File: src/rtl/sin_s11_s11_pkg.sv
// Shared constants for the quarter-wave sine lookup: widths, latency,
// quadrant encodings, the 65-point coarse table and the phase fold helper.
package sin_s11_s11_pkg;

    localparam int DATA_W  = 12;
    localparam int MAG_W   = 11;
    localparam int FRAC_W  = 4;
    localparam int IDX_W   = 7;
    localparam int QTR_PTS = 65;
    localparam int LATENCY = 3;

    localparam logic [MAG_W-1:0] QTR_SPAN = 11'd1024;

    typedef enum logic [1:0] {
        QUAD_0 = 2'd0,
        QUAD_1 = 2'd1,
        QUAD_2 = 2'd2,
        QUAD_3 = 2'd3
    } quad_e;

    typedef struct packed {
        logic             neg;
        logic [MAG_W-1:0] x;
    } fold_t;

    // round(2047*sin(pi/2*k/64)), k = 0..64
    localparam logic [MAG_W-1:0] Q_TABLE [QTR_PTS] = '{
        11'd0,    11'd50,   11'd100,  11'd151,  11'd201,  11'd251,  11'd300,  11'd350,
        11'd399,  11'd449,  11'd497,  11'd546,  11'd594,  11'd642,  11'd690,  11'd737,
        11'd783,  11'd830,  11'd875,  11'd920,  11'd965,  11'd1009, 11'd1052, 11'd1095,
        11'd1137, 11'd1179, 11'd1219, 11'd1259, 11'd1299, 11'd1337, 11'd1375, 11'd1411,
        11'd1447, 11'd1483, 11'd1517, 11'd1550, 11'd1582, 11'd1614, 11'd1644, 11'd1674,
        11'd1702, 11'd1729, 11'd1756, 11'd1781, 11'd1805, 11'd1828, 11'd1850, 11'd1871,
        11'd1891, 11'd1910, 11'd1927, 11'd1944, 11'd1959, 11'd1973, 11'd1986, 11'd1997,
        11'd2008, 11'd2017, 11'd2025, 11'd2032, 11'd2037, 11'd2041, 11'd2045, 11'd2046,
        11'd2047
    };

    // Odd quadrants read the quarter wave backwards; the lower half-turn is positive.
    function automatic fold_t fold_phase(input logic [DATA_W-1:0] ph);
        quad_e      q;
        logic [9:0] o;
        fold_t      r;
        q     = quad_e'(ph[DATA_W-1:DATA_W-2]);
        o     = ph[9:0];
        r.neg = (q == QUAD_2) || (q == QUAD_3);
        r.x   = ((q == QUAD_1) || (q == QUAD_3)) ? (QTR_SPAN - {1'b0, o}) : {1'b0, o};
        return r;
    endfunction

endpackage

File: src/rtl/sin_s11_s11_qtr.sv
// Quarter-wave magnitude M(x), x = 0..1024: registered index/fraction,
// registered table pair, then combinational linear interpolation.
module sin_s11_s11_qtr
    import sin_s11_s11_pkg::*;
(
    input  logic             i_clk,
    input  logic             i_rst,
    input  logic [MAG_W-1:0] i_x,
    output logic [MAG_W-1:0] o_mag
);

    logic [IDX_W-1:0]  r_idx_p0;
    logic [FRAC_W-1:0] r_frac_p0;
    logic [MAG_W-1:0]  r_qlo_p1;
    logic [MAG_W-1:0]  r_qhi_p1;
    logic [FRAC_W-1:0] r_frac_p1;
    logic [IDX_W-1:0]  w_idx_hi;

    // Table deltas are non-negative, so the rounded step is a plain floor shift.
    function automatic logic [MAG_W-1:0] interp(input logic [MAG_W-1:0]  lo,
                                                input logic [MAG_W-1:0]  hi,
                                                input logic [FRAC_W-1:0] f);
        logic [MAG_W+FRAC_W-1:0] step;
        step = (MAG_W+FRAC_W)'(hi - lo) * (MAG_W+FRAC_W)'(f) + (MAG_W+FRAC_W)'(8);
        return lo + step[MAG_W+FRAC_W-1:FRAC_W];
    endfunction

    // x = 1024 lands on the last point with f = 0, so it reuses that point as its upper neighbour
    assign w_idx_hi = (r_idx_p0 == IDX_W'(QTR_PTS - 1)) ? r_idx_p0 : r_idx_p0 + 1'b1;

    // stage p0: split the folded angle into table index and fraction
    always_ff @(posedge i_clk or posedge i_rst) begin
        if (i_rst) begin
            r_idx_p0  <= '0;
            r_frac_p0 <= '0;
        end else begin
            r_idx_p0  <= i_x[MAG_W-1:FRAC_W];
            r_frac_p0 <= i_x[FRAC_W-1:0];
        end
    end

    // stage p1: fetch the bracketing table points
    always_ff @(posedge i_clk or posedge i_rst) begin
        if (i_rst) begin
            r_qlo_p1  <= '0;
            r_qhi_p1  <= '0;
            r_frac_p1 <= '0;
        end else begin
            r_qlo_p1  <= Q_TABLE[r_idx_p0];
            r_qhi_p1  <= Q_TABLE[w_idx_hi];
            r_frac_p1 <= r_frac_p0;
        end
    end

    assign o_mag = interp(r_qlo_p1, r_qhi_p1, r_frac_p1);

endmodule

File: src/rtl/sin_s11_s11.sv
// Phase-to-sine converter, 3-clock latency. Defining SIN_S11_S11_COS_EN adds
// a cosine output from a second fold path over the same quarter-wave table.
module sin_s11_s11
    import sin_s11_s11_pkg::*;
(
    input  logic                     CK_i,
    input  logic                     XARST_i,
    input  logic        [DATA_W-1:0] DATs_i,
    output logic signed [DATA_W-1:0] SINs_o
`ifdef SIN_S11_S11_COS_EN
    ,
    output logic signed [DATA_W-1:0] COSs_o
`endif
);

    function automatic logic signed [DATA_W-1:0] apply_sign(input logic [MAG_W-1:0] mag,
                                                           input logic             neg);
        logic signed [DATA_W-1:0] v;
        v = signed'({1'b0, mag});
        return neg ? -v : v;
    endfunction

    fold_t            w_fold_sin;
    logic [MAG_W-1:0] w_mag_sin;
    logic             r_neg_sin_p0;
    logic             r_neg_sin_p1;
    logic signed [DATA_W-1:0] r_sin_p2;

    assign w_fold_sin = fold_phase(DATs_i);

    sin_s11_s11_qtr u_qtr_sin (
        .i_clk (CK_i),
        .i_rst (XARST_i),
        .i_x   (w_fold_sin.x),
        .o_mag (w_mag_sin)
    );

    // stage p0/p1: sign follows the magnitude pipeline; stage p2: signed output
    always_ff @(posedge CK_i or posedge XARST_i) begin
        if (XARST_i) begin
            r_neg_sin_p0 <= 1'b0;
            r_neg_sin_p1 <= 1'b0;
            r_sin_p2     <= '0;
        end else begin
            r_neg_sin_p0 <= w_fold_sin.neg;
            r_neg_sin_p1 <= r_neg_sin_p0;
            r_sin_p2     <= apply_sign(w_mag_sin, r_neg_sin_p1);
        end
    end

    assign SINs_o = r_sin_p2;

`ifdef SIN_S11_S11_COS_EN
    fold_t            w_fold_cos;
    logic [MAG_W-1:0] w_mag_cos;
    logic             r_neg_cos_p0;
    logic             r_neg_cos_p1;
    logic signed [DATA_W-1:0] r_cos_p2;

    // cos(a) = sin(a + quarter turn); the add wraps modulo one turn
    assign w_fold_cos = fold_phase(DATs_i + {1'b0, QTR_SPAN});

    sin_s11_s11_qtr u_qtr_cos (
        .i_clk (CK_i),
        .i_rst (XARST_i),
        .i_x   (w_fold_cos.x),
        .o_mag (w_mag_cos)
    );

    // stage p0/p1/p2 for the cosine path
    always_ff @(posedge CK_i or posedge XARST_i) begin
        if (XARST_i) begin
            r_neg_cos_p0 <= 1'b0;
            r_neg_cos_p1 <= 1'b0;
            r_cos_p2     <= '0;
        end else begin
            r_neg_cos_p0 <= w_fold_cos.neg;
            r_neg_cos_p1 <= r_neg_cos_p0;
            r_cos_p2     <= apply_sign(w_mag_cos, r_neg_cos_p1);
        end
    end

    assign COSs_o = r_cos_p2;
`endif

endmodule

File: config.mk
export PLATFORM = sky130hd
export DESIGN_NAME = sin_s11_s11
export DESIGN_NICKNAME = d
export VERILOG_FILES = /design/src/rtl/sin_s11_s11_pkg.sv /design/src/rtl/sin_s11_s11_qtr.sv /design/src/rtl/sin_s11_s11.sv
export SDC_FILE = /design/constraint.sdc
export NUM_CORES = 1
export LEC_CHECK = 0
export ABC_CLOCK_PERIOD_IN_PS = 17500
export CORE_MARGIN = 3
export CORE_UTILIZATION = 55
export CTS_CLUSTER_DIAMETER = 150
export DETAILED_ROUTE_END_ITERATION = 12
export PLACE_DENSITY_LB_ADDON = 0.1
export SYNTH_ARGS = -nofsm -noshare
export SYNTH_HDL_FRONTEND = slang
export SYNTH_HIERARCHICAL = 1
export SYNTH_SLANG_ARGS = --single-unit
File: constraint.sdc
create_clock -name CK_i -period 17.5 [get_ports CK_i]
set_clock_uncertainty 0.05 [all_clocks]
set_input_delay 5.25 -clock CK_i [delete_from_list [all_inputs] [get_ports CK_i]]
set_output_delay 5.25 -clock CK_i [all_outputs]
set_load 0.1 [all_outputs]
Yosys cells after proc, flatten, opt, wreduce, memory -nomap -nowiden
Memories as Yosys holds them, arrays and structs flattened. A register that Yosys moved wholly into a read port is not among the register bits. Index checks and enable logic that the tools add are counted.

Bits of input ports: 14. Bits in read-only memories: 2816. Word-level logic and storage cells: 26. Flip-flop bits (word level): 29. Memories kept: 2. Output and inout port bits: 12.

Reductions and logical operators: 2. Multipliers: 1. Equality and inequality tests: 4. Bitwise gates (word level): 2. Add/subtract/negate cells: 6. Muxes and demuxes: 3.

Memories: (name not given) (words 128, bits a word 11, read ports 1, clocked after memory_dff 1, wr ports 0, RTL line sin_s11_s11_qtr.sv:49) `r_qlo_p1 <= Q_TABLE[r_idx_p0];`; (name not given) (words 128, bits a word 11, read ports 1, clocked after memory_dff 1, wr ports 0, RTL line sin_s11_s11_qtr.sv:50) `r_qhi_p1 <= Q_TABLE[w_idx_hi];`.

Operators with widths (number): 7-bit NOT with 8-bit output (2); 15-bit by 4-bit adder with 15-bit output (second input constant) (1); 15-bit by 4-bit multiplier with 15-bit output (1); 12-bit 2-to-1 mux (1); 11-bit negation with 12-bit output (1); 11-bit by 11-bit subtractor with 12-bit output (1); 11-bit adder (1); 11-bit 2-to-1 mux (1); 11-bit by 10-bit subtractor with 11-bit output (first input constant) (1); 7-bit by 1-bit adder with 7-bit output (second input constant) (1); 7-bit == test (second input constant) (1); 7-bit 2-to-1 mux (1); 2-bit == test (second input constant) (2); 2-bit by 1-bit == test with 1-bit output (second input constant) (1); 1-bit logical OR (2).

Depth between registers and ports, before layout
Depth after elaboration: 6. Gate-level depth with buffers: 29. Depth with buffers taken out: 29.

Modules after synthesis
Netlist, hierarchy kept.

Modules (own cells, without submodules): sin_s11_s11_qtr (times used 1, cells each 704, seq. area each 925.9 um^2, area each 5609.1 um^2); sin_s11_s11 (times used 1, cells each 80, seq. area each 350.3 um^2, area each 825.8 um^2).

Worst setup path after synthesis
No wires, ideal clock.

Path kind: register -> register. Start: register u_qtr_sin.r_qhi_p1[0]. End: register r_sin_p2[10], in the netlist SINs_o[10]. Path slack: 10.946 ns. Clock period less this slack: 6.554 ns. Setup time: 0.080 ns. Data required time: 17.370 ns. Data arrival time: 6.424 ns. Stages on the path, launching flop included: 28. Buffers on the path: 0. Cells stage by stage: dfrtp_1 > inv_1 > ha_1 > inv_1 > fa_1 > a21o_1 > a21oi_1 > o21bai_1 > a21oi_1 > a21oi_1 > or3_1 > a31oi_1 > fa_1 > fa_1 > ha_1 > ha_1 > inv_1 > nor4_1 > a2111oi_0 > o311ai_0 > ha_1 > inv_1 > a31oi_1 > o311a_1 > o311ai_0 > or4_1 > o31ai_2 > xnor2_1.

Cells in the longest elaborated chain, start to end: 6.

RTL lines: start, declared (RTL line sin_s11_s11_qtr.sv:15) `logic [MAG_W-1:0] r_qhi_p1;`; 11-bit by 11-bit subtractor with 12-bit output (RTL line sin_s11_s11_qtr.sv:24) `step = (MAG_W+FRAC_W)'(hi - lo) * (MAG_W+FRAC_W)'(f) + (MAG_W+FRAC_W)'(8);`; 15-bit by 4-bit multiplier with 15-bit output (RTL line sin_s11_s11_qtr.sv:24); 15-bit by 4-bit adder with 15-bit output (RTL line sin_s11_s11_qtr.sv:24); 11-bit adder (RTL line sin_s11_s11_qtr.sv:25) `return lo + step[MAG_W+FRAC_W-1:FRAC_W];`; named net w_mag_sin[9] (RTL line sin_s11_s11.sv:24) `logic [MAG_W-1:0] w_mag_sin;`; 11-bit negation with 12-bit output (RTL line sin_s11_s11.sv:20) `return neg ? -v : v;`; 12-bit 2-to-1 mux (RTL line sin_s11_s11.sv:20); end signal, assigned (RTL line sin_s11_s11.sv:47) `r_sin_p2 <= apply_sign(w_mag_sin, r_neg_sin_p1);`; end, declared (RTL line sin_s11_s11.sv:27) `logic signed [DATA_W-1:0] r_sin_p2;`.

The timed path passes the listed nets, and every way through them passes these cells.

Final worst setup path
Ends and elaborated chain as after synthesis.

==> impl_metrics.json <==
{
  "status": "finished clean",
  "synth_edf_count": 0,
  "clkSlewWorstSetupHoldPaths_ns": 0.06,
  "cts-root-buf": "clkbuf_16",
  "end_kind": "register",
  "portBuffers": 25,
  "postSynthAreaPerCell_um2": 8.21,
  "vias_per_cell": 6.38,
  "slew_viol_final": 0,
  "place_congestion": 0.942,
  "netlist_instances": 784,
  "cp.arrival_ns": 7.41,
  "drt-initial-drc-count": 416,
  "grt-ovfl-total": 0,
  "finalWirelength_um": 16700,
  "finalSetupViolations": 0,
  "ant_nets": 0,
  "fmax_mhz": 138,
  "syn_nets": 886,
  "drc": 0,
  "die_w_um": 114,
  "cts_buffers": 5,
  "vias": 5847,
  "grt_pass1_wl_um": 28200,
  "post_cts_buffers": 0,
  "hp-start": "u_qtr_sin/r_frac_p0[2]$_DFF_PP0_",
  "crit_required_ns": 17.67,
  "grt_max_degree": 51,
  "tightest_slew_ns": 1.05,
  "layout.nets": 877,
  "stdcell_count": 916,
  "cp_max_fo": 6,
  "final_common_cell": "ha_1",
  "firstDrtPassIters": 5,
  "die_h_um": 114,
  "max_slew_margin_pct": 28.4,
  "rows": 38,
  "start_util_pct": 57.8,
  "antenna_cells": 0,
  "ys_warn_count": 6,
  "wl_per_cell_um": 18.2,
  "reg2reg_slack_ns": 10.26,
  "drive_gt1_share_pct": 5.54,
  "die_area_um2": 13000,
  "io_pins": 26,
  "fillers": 1020,
  "holdPathStages": 0,
  "hold_path_end": "u_qtr_sin/r_frac_p1[2]$_DFF_PP0_",
  "drv_cap": 0,
  "start_kind": "register",
  "dp.cells": 908,
  "hold_buffers": 0,
  "reg2reg_from": "u_qtr_sin/r_qhi_p1[0]$_DFF_PP0_",
  "synth_cell_types": 78,
  "cts_max_level": 2,
  "hold_path_class": "register to register",
  "finalSetupTns_ns": 0,
  "dp_hpwl_um": 12400,
  "r2r_end": "SINs_o[10]$_DFF_PP0_",
  "grt_usage_pct": 26.4,
  "synthArstFlopShare_pct": 100,
  "clk_latency_ns": 0.29,
  "rsz0062_at_grt": "false",
  "critPathKind": "register to register",
  "hold_viol_final": 0,
  "yosysSeqAreaShare_pct": 19.8,
  "cts.sinks": 51,
  "ys_ff_latch": 51,
  "syn_area_um2": 6430,
  "core_um2": 11100,
  "post-route-period-util_pct": 41.4,
  "ff2ff_path_depth": 27,
  "final_cell_mix": "63 x ha_1, 62 x a21oi_1, 57 x o21ai_0, 57 x nand2_1",
  "antenna_found_initial": 0,
  "areaGrowthSynthToFinish_pct": 6.46,
  "ys.flop_type": "dfrtp_1",
  "cts_tree": "yes",
  "grt_pass1_vias": 5754,
  "cts_buffer_depth": 2,
  "cts.repair.resized": 0,
  "min_period_ns": 7.24
}
==> critical path, stage by stage (launching register included) <==
cell       delay [ns]
dfrtp_1          0.35
inv_1            0.05
ha_1             0.15
inv_1            0.06
fa_1             0.41
a21o_1           0.20
a21oi_1          0.24
o21bai_1         0.10
a21oi_1          0.25
a21oi_1          0.16
or3_1            0.44
a31oi_1          0.24
fa_1             0.47
fa_1             0.47
ha_1             0.32
ha_1             0.34
inv_1            0.13
nor4_1           0.07
a2111oi_0        0.35
o311ai_0         0.23
ha_1             0.42
inv_1            0.10
a31oi_1          0.16
o311a_1          0.17
o311ai_0         0.26
or4_1            0.61
o31ai_2          0.25
xnor2_1          0.14
==> registers in the layout (all words and copies together), names as in the netlist <==
register / cells
u_qtr_sin/r_qhi_p1: 11
u_qtr_sin/r_idx_p0: 7
r_neg_sin_p1: 1
u_qtr_sin/r_frac_p1: 4
SINs_o: 12
u_qtr_sin/r_frac_p0: 4
r_neg_sin_p0: 1
u_qtr_sin/r_qlo_p1: 11
==> worst max path at each step <==
stage,start,end,depth (start not counted)
floorplan,u_qtr_sin/r_qhi_p1[0]$_DFF_PP0_,SINs_o[10]$_DFF_PP0_,27
global placement,u_qtr_sin/r_qhi_p1[0]$_DFF_PP0_,SINs_o[10]$_DFF_PP0_,27
finish,u_qtr_sin/r_qhi_p1[0]$_DFF_PP0_,SINs_o[10]$_DFF_PP0_,27
CTS,u_qtr_sin/r_qhi_p1[0]$_DFF_PP0_,SINs_o[10]$_DFF_PP0_,27
detailed placement,u_qtr_sin/r_qhi_p1[0]$_DFF_PP0_,SINs_o[10]$_DFF_PP0_,27
global route,u_qtr_sin/r_qhi_p1[0]$_DFF_PP0_,SINs_o[10]$_DFF_PP0_,27
==> synthesized netlist by cell type, types with 4 or more instances <==
library cell  instances  share of area [%]
or3_1                 8               0.78
o21ai_0              57                4.4
o211ai_1              8               0.93
o41ai_1               4               0.54
dfrtp_1              51                 20
a2111oi_0             8                1.1
o31ai_1               5               0.58
a31oi_1              18                1.7
ha_1                 63                 12
a21oi_1              62                4.8
o21bai_1              5               0.58
or2_1                 4               0.39
o2111ai_1             4               0.54
o21ai_1               4               0.31
inv_1                47                2.7
o22ai_1               6               0.58
nand3_1              15                1.2
nor2b_1               8               0.78
o21a_1                5               0.58
nor2_1               51                3.0
nand2b_1             13                1.3
a211o_1               6               0.82
nor3_1               19                1.5
or4_1                 6               0.70
xnor2_1              36                4.9
clkbuf_1             30                1.7
a211oi_1             15                1.7
and2_1               30                2.9
nand2_1              57                3.3
nand4_1               6               0.58
nor4_1                4               0.39
a21o_1                4               0.47
fa_1                 25                7.8
xor2_1               16                2.2
buf_2                16                1.2
==> per-stage QoR <==
stage | cell area [um^2] | setup slack [ns] | hold WS [ns] | util, %
floorplan | 6430 | 10.95 | 0.281 | -
detailed placement | 6710 | 10.31 | 0.288 | 60.3
CTS | 6850 | 10.30 | 0.302 | 61.6
finish | 6850 | 10.26 | 0.298 | 61.6
global route | 6850 | 9.85 | 0.315 | 61.6
global placement | 6710 | 10.58 | 0.286 | 60.3
==> cells by family (layout without fill, tap and decap cells) <==
group	after synthesis	in the layout	share of synthesized area [%]
AOI/OAI and AO/OA	247	247	25.8
xor gates and xnor gates	52	52	7.08
adders and majority gates	88	88	20.0
buffers and inverters	102	94	6.49
DFF	51	51	19.8
muxes	8	8	1.87
and+or+nand+nor	236	236	18.9
==> layer usage <==
layer | share of wire [%] | vias to the layer above | global-route usage (%)
li1 | - | 2798 | -
met1 | 43 | 2800 | 34.8
met2 | 49 | 211 | 43.2
met3 | 5.7 | 38 | 3.86
met4 | 3.0 | 0 | 11.2
met5 | 0 | - | 0
==> area by class of cell <==
type / count / area (um^2) / area share (%)
inverter: 51 / 191 / 2.79
multi-input combinational: 631 / 4740 / 69.2
clock inverter: 2 / 12.5 / 0.183
timing repair buffer: 35 / 325 / 4.75
clock buffer: 6 / 129 / 1.88
sequential: 51 / 1280 / 18.6
tap: 140 / 175 / 2.56
Power is left out: the tool's default activity adds up to more than one toggle a clock period on the data nets, which glitch-free logic cannot reach.
